[src/rtl/tia_audio_pkg.sv]
// Shared types and constants for the TIA audio channel: tone-mode encoding,
// LFSR seed and tap indices, and the divide-by-3 / divide-by-31 counter limits.
package tia_audio_pkg;

  typedef enum logic [3:0] {
    AUDC_SET0     = 4'h0,
    AUDC_POLY4    = 4'h1,
    AUDC_DIV31_P4 = 4'h2,
    AUDC_P5_P4    = 4'h3,
    AUDC_DIV2A    = 4'h4,
    AUDC_DIV2B    = 4'h5,
    AUDC_DIV31A   = 4'h6,
    AUDC_POLY5A   = 4'h7,
    AUDC_POLY9    = 4'h8,
    AUDC_POLY5B   = 4'h9,
    AUDC_DIV31B   = 4'hA,
    AUDC_SET1     = 4'hB,
    AUDC_DIV6A    = 4'hC,
    AUDC_DIV6B    = 4'hD,
    AUDC_DIV93    = 4'hE,
    AUDC_P5_DIV3  = 4'hF
  } audc_mode_e;

  // Every LFSR reseeds to all-ones; narrower registers take the low bits.
  localparam logic [8:0] LFSR_SEED = '1;

  localparam int unsigned POLY4_W   = 4;
  localparam int unsigned POLY4_TAP = 1;
  localparam int unsigned POLY5_W   = 5;
  localparam int unsigned POLY5_TAP = 2;
  localparam int unsigned POLY9_W   = 9;
  localparam int unsigned POLY9_TAP = 4;

  localparam int unsigned DIV31_LEN  = 31;
  localparam int unsigned DIV31_HIGH = 18;
  localparam int unsigned DIV3_LEN   = 3;

endpackage

[src/rtl/tia_audio_lfsr.sv]
// Right-shifting Fibonacci LFSR: new MSB = bit0 ^ bit[TAP], output is bit0.
// Synchronous reseed to all-ones; shifts only when advance is high.
module tia_audio_lfsr
  import tia_audio_pkg::*;
#(
  parameter int unsigned WIDTH = 4,
  parameter int unsigned TAP   = 1
) (
  input  logic clk,
  input  logic reset,
  input  logic advance,
  output logic bit0
);

  logic [WIDTH-1:0] r_state;

  always_ff @(posedge clk) begin
    if (reset) begin
      r_state <= LFSR_SEED[WIDTH-1:0];
    end else if (advance) begin
      r_state <= {r_state[0] ^ r_state[TAP], r_state[WIDTH-1:1]};
    end
  end

  assign bit0 = r_state[0];

endmodule

[src/rtl/tia_audio_channel.sv]
// One TIA audio channel: line-rate prescaler, AUDF divider, poly/div counters
// and AUDC waveform select. Define TIA_AUDIO_POLY9_EN to build the poly9 register.
module tia_audio_channel
  import tia_audio_pkg::*;
#(
  parameter int unsigned LINE_TICKS = 114
) (
  input  logic       MASTERCLK,
  input  logic       RES_n,
  input  logic [3:0] audc,
  input  logic [4:0] audf,
  input  logic [3:0] audv,
  output logic       AUD,
  output logic [3:0] level,
  output logic       tick
);

  localparam int unsigned PW = (LINE_TICKS > 1) ? $clog2(LINE_TICKS) : 1;

  logic [PW-1:0] r_presc;
  logic [4:0]    r_div;
  logic [1:0]    r_div3;
  logic [4:0]    r_div31;
  logic          r_aud;
  logic [3:0]    r_level;
  logic          r_tick;

  audc_mode_e w_mode;
  logic       w_tick_cond;
  logic       w_pulse;
  logic       w_div3_strobe;
  logic       w_p4_adv;
  logic       w_p5_adv;
  logic       w_div31_adv;
  logic       w_aud_nxt;
  logic       w_p4_b0;
  logic       w_p5_b0;
  logic       w_p9_b0;
  logic       w_lfsr_reset;

  assign w_mode        = audc_mode_e'(audc);
  assign w_tick_cond   = (r_presc == PW'(LINE_TICKS - 1));
  assign w_pulse       = w_tick_cond && (r_div >= audf);
  assign w_div3_strobe = w_pulse && (r_div3 == 2'(DIV3_LEN - 1));
  assign w_lfsr_reset  = ~RES_n;

  tia_audio_lfsr #(.WIDTH(POLY4_W), .TAP(POLY4_TAP)) u_poly4 (
    .clk     (MASTERCLK),
    .reset   (w_lfsr_reset),
    .advance (w_p4_adv),
    .bit0    (w_p4_b0)
  );

  tia_audio_lfsr #(.WIDTH(POLY5_W), .TAP(POLY5_TAP)) u_poly5 (
    .clk     (MASTERCLK),
    .reset   (w_lfsr_reset),
    .advance (w_p5_adv),
    .bit0    (w_p5_b0)
  );

`ifdef TIA_AUDIO_POLY9_EN
  tia_audio_lfsr #(.WIDTH(POLY9_W), .TAP(POLY9_TAP)) u_poly9 (
    .clk     (MASTERCLK),
    .reset   (w_lfsr_reset),
    .advance (w_pulse),
    .bit0    (w_p9_b0)
  );
`else
  // Mode 8 falls back to the poly5 output when poly9 is not built.
  assign w_p9_b0 = w_p5_b0;
`endif

  // AUD samples each LFSR's bit0 before the shift that the same pulse causes.
  always_comb begin
    w_p4_adv    = w_pulse;
    w_p5_adv    = w_pulse;
    w_div31_adv = 1'b0;
    w_aud_nxt   = r_aud;
    case (w_mode)
      AUDC_SET0, AUDC_SET1: begin
        if (w_pulse) w_aud_nxt = 1'b1;
      end
      AUDC_POLY4: begin
        if (w_pulse) w_aud_nxt = w_p4_b0;
      end
      AUDC_DIV31_P4: begin
        w_p4_adv    = w_pulse && (r_div31 == '0);
        w_div31_adv = w_pulse;
        if (w_pulse) w_aud_nxt = w_p4_b0;
      end
      AUDC_P5_P4: begin
        w_p4_adv = w_pulse && w_p5_b0;
        if (w_pulse) w_aud_nxt = w_p4_b0;
      end
      AUDC_DIV2A, AUDC_DIV2B: begin
        if (w_pulse) w_aud_nxt = ~r_aud;
      end
      AUDC_DIV31A, AUDC_DIV31B: begin
        w_div31_adv = w_pulse;
        if (w_pulse) w_aud_nxt = (r_div31 < 5'(DIV31_HIGH));
      end
      AUDC_DIV93: begin
        w_div31_adv = w_div3_strobe;
        if (w_pulse) w_aud_nxt = (r_div31 < 5'(DIV31_HIGH));
      end
      AUDC_POLY5A, AUDC_POLY5B: begin
        if (w_pulse) w_aud_nxt = w_p5_b0;
      end
      AUDC_POLY9: begin
        if (w_pulse) w_aud_nxt = w_p9_b0;
      end
      AUDC_DIV6A, AUDC_DIV6B: begin
        if (w_div3_strobe) w_aud_nxt = ~r_aud;
      end
      AUDC_P5_DIV3: begin
        w_p5_adv = w_div3_strobe;
        if (w_pulse) w_aud_nxt = w_p5_b0;
      end
      default: ;
    endcase
  end

  always_ff @(posedge MASTERCLK) begin
    if (!RES_n) begin
      r_presc <= '0;
      r_div   <= '0;
      r_div3  <= '0;
      r_div31 <= '0;
      r_aud   <= 1'b0;
      r_level <= '0;
      r_tick  <= 1'b0;
    end else begin
      r_presc <= w_tick_cond ? '0 : r_presc + 1'b1;
      if (w_tick_cond) begin
        r_div <= (r_div >= audf) ? '0 : r_div + 5'd1;
      end
      if (w_pulse) begin
        r_div3 <= (r_div3 == 2'(DIV3_LEN - 1)) ? '0 : r_div3 + 2'd1;
      end
      if (w_div31_adv) begin
        r_div31 <= (r_div31 == 5'(DIV31_LEN - 1)) ? '0 : r_div31 + 5'd1;
      end
      r_aud   <= w_aud_nxt;
      r_level <= w_aud_nxt ? audv : '0;
      r_tick  <= w_tick_cond;
    end
  end

  assign AUD   = r_aud;
  assign level = r_level;
  assign tick  = r_tick;

endmodule

[config.mk]
export PLATFORM = sky130hd
export DESIGN_NAME = tia_audio_channel
export DESIGN_NICKNAME = d
export VERILOG_FILES = /design/src/rtl/tia_audio_pkg.sv /design/src/rtl/tia_audio_lfsr.sv /design/src/rtl/tia_audio_channel.sv
export SDC_FILE = /design/constraint.sdc
export NUM_CORES = 1
export LEC_CHECK = 0
export BUFFER_PORTS_ARGS = -buffer_cell sky130_fd_sc_hd__buf_2
export CAP_MARGIN = 20
export CORE_MARGIN = 4
export CORE_UTILIZATION = 57
export CTS_CLUSTER_DIAMETER = 80
export DETAILED_ROUTE_END_ITERATION = 8
export GPL_TIMING_DRIVEN = 0
export PLACE_DENSITY = 0.78
export SLEW_MARGIN = 20
export SYNTH_ARGS = -nofsm -noshare
export SYNTH_HDL_FRONTEND = slang
export SYNTH_SLANG_ARGS = --single-unit
[constraint.sdc]
create_clock -name MASTERCLK -period 3.75 [get_ports MASTERCLK]
set_input_delay 0.75 -clock MASTERCLK [delete_from_list [all_inputs] [get_ports MASTERCLK]]
set_output_delay 0.75 -clock MASTERCLK [all_outputs]
set_load 0.02 [all_outputs]
==> flow_summary.toml, run 1 <==
[routing]
wire_per_inst_um = 12.3
wl_um = 3230
first_pass_iters = 5
drtAntennaViolNets = 0
drt-initial-drc-count = 50
via_per_inst = 5.53
vias = 1448
drc = 0

[yosys]
synth_async_sr_flop_share_pct = 0
seq_area_frac_synth_pct = 39.3
yosysTopAreaCell = "dfxtp_1"
ys.flop_type = "dfxtp_1"
syn_area_per_cell_um2 = 8.48
synth-edff-count = 0
synth-seq-cells = 34
synth.most_common_cell = "dfxtp_1"
synth_top_cell_area_share_pct = 39.3
synthTopCellsByArea = "dfxtp_1 (39%), ha_1 (8.7%), nand2_1 (6.1%), nor2_1 (5.4%), mux2i_1 (5.2%)"
syn_nets = 231
synth_warnings = 0
syn_area_mm2 = 0.00173
ys_types = 41
synth_cells = 204
synth_commonest_cells = "dfxtp_1 (34), nand2_1 (28), nor2_1 (25), a21oi_1 (16), ha_1 (12)"

[placed_design]
dpl_cell_area_mm2 = 0.00186
gp_congestion = 0.867
dp_hpwl_um = 2500
port_buffers = 19

[setup_path]
crit_path_end_kind = "flip-flop"
reg2reg_depth = 12
critPathMaxStageDelay_ns = 0.33
critPathArrivalTime_ns = 3.16
crit_required_ns = 3.96
start_kind = "input pin"
cp_cell_sequence = "buf_2 -> inv_1 -> ha_1 -> and2_0 -> nor3b_2 -> a21oi_1 -> buf_2 -> ha_1 -> nand2_1 -> o21ai_0 -> a32oi_1 -> o21ai_0 -> nor2_1 -> a21oi_1"
critPathBufInv = 3
critical_path_class = "in2reg"
r2r_setup_slack_ns = 0.97
r2r-end = "level[2]$_SDFF_PN0_"
slowest_stage = "a21oi_1"
worstPathMaxFanout = 10
reg2reg_from = "r_div[3]$_SDFFE_PN0P_"
crit_family = "compound AO/OA/AOI/OAI gates"

[power]
ir_drop_mv = 0.192
power_density_mw_per_mm2 = 329
leakagePower_nw = 0.811

[sta]
rsz0062_at_grt = "no"
fmax_mhz = 340
fin_crit_sh_pct = 78.5
maxSlewViolCount = 0
worst_slew_pin_slew_ns = 0.547
period_needed_ns = 2.94
hold_viol = 0
relSlewSlack_pct = 63.3
skew_ns = 0.00465
setup_viol = 0
finalSetupTns_ns = 0

[cts]
cts.htree.levels = 2
cts-root-buf = "clkbuf_4"
post_cts_buffers = 0
cts_resized = 0
cts.path.max_buffers = 2
cts_tree = "yes"
clk_transition_reported_paths_ns = 0.10
cts_sinks = 34
cts_buffers = 5
cts_hold_buf = 0
clk_latency_ns = 0.33

[floorplan]
chipHeight_um = 63.1
rows = 19
dieArea_mm2 = 0.00398
io_pins = 21
start_util_pct = 61.2
die_w_um = 63.1
core-area_mm2 = 0.00283

[grt]
grt_use_total_pct = 17.9
grt_pass1_wl_um = 5700
grt_max_degree = 11
overflow = 0
antenna_found_initial = 0
first_global_vias = 1353

[worst_hold_path]
hold_class = "reg2reg"
min_from = "r_presc[0]$_SDFF_PP0_"
hold_end = "r_presc[0]$_SDFF_PP0_"
min_path_cells = 1

[job]
max-cap-violations = 0

[final_layout]
num_antenna_cells = 0
nNetsFinal = 257
final_area_mm2 = 0.00192
area_growth_pct = 11.2
final_layout_size_suffix_gt1_share_pct = 15.2

[status]
status = "finished, final reports clean"
-- worst max-delay path by stage --
stage | startpoint | endpoint | slack (ns) | cells past startpoint
global route | audf[3] | level[3]$_SDFF_PN0_ | 0.44 | 14
global placement | audf[4] | level[0]$_SDFF_PN0_ | 0.52 | 14
finish | audf[3] | level[2]$_SDFF_PN0_ | 0.81 | 14
CTS | audf[3] | level[2]$_SDFF_PN0_ | 0.79 | 14
floorplan | audf[4] | level[0]$_SDFF_PN0_ | 0.90 | 13
detailed placement | audf[3] | level[2]$_SDFF_PN0_ | 0.44 | 14
-- sequential cells by signal, summed over array words and instances (netlist names) --
register,flops
level,4
r_presc,7
AUD,1
tick,1
u_poly4.r_state,4
r_div3,2
r_div,5
u_poly5.r_state,5
r_div31,5
-- cell type report --
class	count	area, um^2
Sequential cell	34	681
Clock buffer	7	55.1
Inverter	11	41.3
Timing Repair Buffer	19	95.1
Tap cell	31	38.8
Buffer	5	20.0
Multi-Input combinational cell	154	988
Clock inverter	1	5.00
Fill cell	233	905
-- worst register-to-register path, stage by stage, from the launching register on --
cell and delay, ns:
dfxtp_1 0.40, ha_1 0.25, and2_0 0.18, nor3b_2 0.16, a21oi_1 0.33, buf_2 0.30
ha_1 0.26, nand2_1 0.05, o21ai_0 0.07, a32oi_1 0.19, o21ai_0 0.11, nor2_1 0.25
a21oi_1 0.11
-- routing by layer --
| metal | wire, um | track usage (%) | part of all wire, % |
|---|---|---|---|
| met3 | 155 | 7.10 | 4.8 |
| met4 | 61 | 6.61 | 1.9 |
| met5 | 0 | 0 | 0 |
| met2 | 1550 | 29.5 | 48 |
| met1 | 1460 | 20.8 | 45 |
-- cell families after synthesis --
kind of cell / Yosys count / share of synthesized area (%)
multiplexers: 9 / 5.21
AO/OA/AOI/OAI: 39 / 14.5
AND/OR/NAND/NOR: 84 / 23.7
flip-flops: 34 / 39.3
XOR/XNOR: 10 / 5.06
buffers and inverters: 16 / 3.54
adder cells (fa/ha/maj): 12 / 8.68
-- power breakdown --
part	switching [mW]	internal (mW)	total, mW
clock network	0.118	0.0908	0.209
logic	0.0334	0.0218	0.0552
registers	0.00333	0.366	0.370
total	0.155	0.479	0.634
-- per-stage QoR --
stage	instances	setup WS (ns)	util (%)	power [mW]	hold slack, ns
floorplan	204	0.900	-	0.413	0.430
global placement	254	0.523	65.9	0.430	0.444
detailed placement	254	0.444	65.9	0.433	0.463
CTS	262	0.792	68.0	0.641	0.488
global route	262	0.439	68.0	0.670	0.521
finish	262	0.806	68.0	0.634	0.485
-- placed cells by master (no fill, tap or decap), types with 2 or more instances in the layout --
cell type  instances
nand3_1            8
nor3_1             4
nand2b_1           3
or2_2              2
o21ai_1            3
nor2_1            25
a32oi_1            2
o21ai_0            5
nor2b_1            3
nand2_1           28
clkbuf_1           5
xor2_1             6
buf_2             20
a21oi_1           16
dfxtp_1           34
clkbuf_4           5
nand4_1            3
inv_1             10
o2111ai_1          2
ha_1              12
mux2i_1            9
xnor2_1            4
(Power assumes the default switching activity.)
==> run 2, diff against run 1 <==
==> constraint.sdc (replaced) <==
create_clock -name MASTERCLK -period 2.9 [get_ports MASTERCLK]
set_input_delay 0.58 -clock MASTERCLK [delete_from_list [all_inputs] [get_ports MASTERCLK]]
set_output_delay 0.58 -clock MASTERCLK [all_outputs]
set_load 0.02 [all_outputs]
==> run 2 against run 1 <==
Against the previous run:
- sequential cell count unchanged
- core utilization increased by 0.84 points
- non-clock buffer count increased by 2
- critical path type is now reg2reg
- power increased by 29%
- global-route usage unchanged
- largest power group unchanged
- critical endpoint unchanged
==> flow_summary.toml, run 2 (same netlist as run 1, synthesis figures left out) <==
[status]
status = "finished, final reports clean"

[grt]
grt_use_total_pct = 17.9
first_global_vias = 1353
overflow = 0
grt_max_degree = 11
antenna_found_initial = 0
grt_pass1_wl_um = 5700

[sta]
finalSetupTns_ns = 0
setup_slack_ns = 0.415
rsz0062_at_grt = "no"
hold_viol = 0
fmax_mhz = 402
skew_ns = 0.00574
fin_crit_sh_pct = 85.7
maxSlewViolCount = 0
relSlewSlack_pct = 63.3
period_needed_ns = 2.48
worst_slew_pin_slew_ns = 0.546
setup_viol = 0

[routing]
wire_per_inst_um = 12.3
drt-initial-drc-count = 50
via_per_inst = 5.49
drc = 0
vias = 1449
wl_um = 3240
drtAntennaViolNets = 0
first_pass_iters = 4

[floorplan]
io_pins = 21
start_util_pct = 61.2
die_w_um = 63.1
rows = 19
dieArea_mm2 = 0.00398
chipHeight_um = 63.1
core-area_mm2 = 0.00283

[power]
ir_drop_mv = 0.248
power_density_mw_per_mm2 = 420
power_frac_comb_pct = 8.8
power.share.clock_pct = 32.9
switchingPower_mw = 0.200
finalPower_mw = 0.819
leakagePower_nw = 0.822
swShare_pct = 24.4
pwr-share-seq_pct = 58.3
intPower_mw = 0.619

[cts]
cts_tree = "yes"
clk_latency_ns = 0.33
cts_sinks = 34
cts.path.max_buffers = 2
cts_buffers = 5
clk_transition_reported_paths_ns = 0.09
cts-root-buf = "clkbuf_4"
cts_hold_buf = 0
cts.htree.levels = 2

[setup_path]
critPathMaxStageDelay_ns = 0.42
critPathBufInv = 2
critical_path_class = "reg2reg"
critPathArrivalTime_ns = 2.70
crit_required_ns = 3.12
slowest_stage = "dfxtp_1"
worstPathMaxFanout = 10
crit_cells = 13
crit_path_end_kind = "flip-flop"
crit_family = "compound AO/OA/AOI/OAI gates"
reg2reg_depth = 13
cp_cell_sequence = "inv_1 -> ha_1 -> nor2b_1 -> o21ai_1 -> a21oi_2 -> clkbuf_4 -> ha_1 -> nand2_1 -> o21ai_0 -> a32oi_1 -> o21ai_0 -> nor2_2 -> a21oi_1"
start_kind = "flip-flop"

[final_layout]
nNetsFinal = 259
fillers = 238
layout_commonest_cell = "dfxtp_1"
finalNonFillerCells = 264
multi_input_area_um2 = 995
final_layout_size_suffix_gt1_share_pct = 16.7
final_area_mm2 = 0.00195
largest_reg_flops = 7
largest_register = "r_presc"
area_growth_pct = 12.6
num_antenna_cells = 0
regArea_um2 = 681
most-common-layout-cells = "dfxtp_1 (34), nand2_1 (28), nor2_1 (24)"

[placed_design]
port_buffers = 19
placedCellCount = 254
gp_congestion = 0.867
dp_slack_ns = -0.236
dp_hpwl_um = 2500
dpl_cell_area_mm2 = 0.00186

[job]
max-cap-violations = 0

[worst_hold_path]
min_path_cells = 3
hold_class = "in2reg"
run 2: cell count changes in the layout (fill, tap and decap cells not counted):
cell	delta
buf_4	+2
a21oi_1	-1
a21oi_2	+1
buf_2	-1
clkbuf_4	+1
nor2_1	-1
nor2_2	+1
run 2: metal layers:
metal | track usage (%) | share of wire, % | vias to the layer above
met2 | 29.5 | 49 | 22
met5 | 0 | 0 | -
met3 | 7.10 | 4.0 | 9
li1 | - | - | 760
met1 | 20.8 | 45 | 658
met4 | 6.61 | 1.9 | 0
run 2: worst min-delay path, cell delays in order:
cell	delay [ns]
buf_2	0.10
nand2_1	0.05
a21oi_1	0.03
run 2: layout make-up:
class,count,share of cell area (%)
Clock inverter,1,0.257
Inverter,11,2.12
Buffer,5,1.16
Sequential cell,34,34.9
Timing Repair Buffer,21,5.65
Clock buffer,7,2.83
Tap cell,31,1.99
Multi-Input combinational cell,154,51.1
run 2: through the flow:
| step | util [%] | hold slack [ns] |
|---|---|---|
| after floorplan | - | 0.430 |
| after global placement | 65.9 | 0.444 |
| after detailed placement | 65.9 | 0.463 |
| after CTS | 68.0 | 0.444 |
| after global routing | 68.9 | 0.440 |
| final | 68.9 | 0.466 |
run 2: what timing repair did:
item,in CTS,in global routing
setup buffers,0,2
hold endpoints to repair,0,0
gates resized for setup,0,3
setup endpoints to repair,0,5
run 2: final timing paths:
kind                               from                     to  slack, ns
setup / recovery  r_div[0]$_SDFFE_PN0P_    level[2]$_SDFF_PN0_       0.42
hold / removal                  audv[0]    level[0]$_SDFF_PN0_       0.47
setup reg to reg  r_div[0]$_SDFFE_PN0P_    level[2]$_SDFF_PN0_       0.42
hold reg to reg   r_presc[0]$_SDFF_PP0_  r_presc[0]$_SDFF_PP0_       0.48
run 2: power by group through the flow:
| stage | Clock (mW) | Combinational, mW | Sequential, mW |
|---|---|---|---|
| final | 0.269 | 0.0719 | 0.478 |
| after global routing | 0.306 | 0.0819 | 0.479 |
| after CTS | 0.279 | 0.0715 | 0.478 |
| after detailed placement | 0 | 0.0710 | 0.489 |
| after global placement | 0 | 0.0681 | 0.488 |
| after floorplan | 0 | 0.0422 | 0.492 |
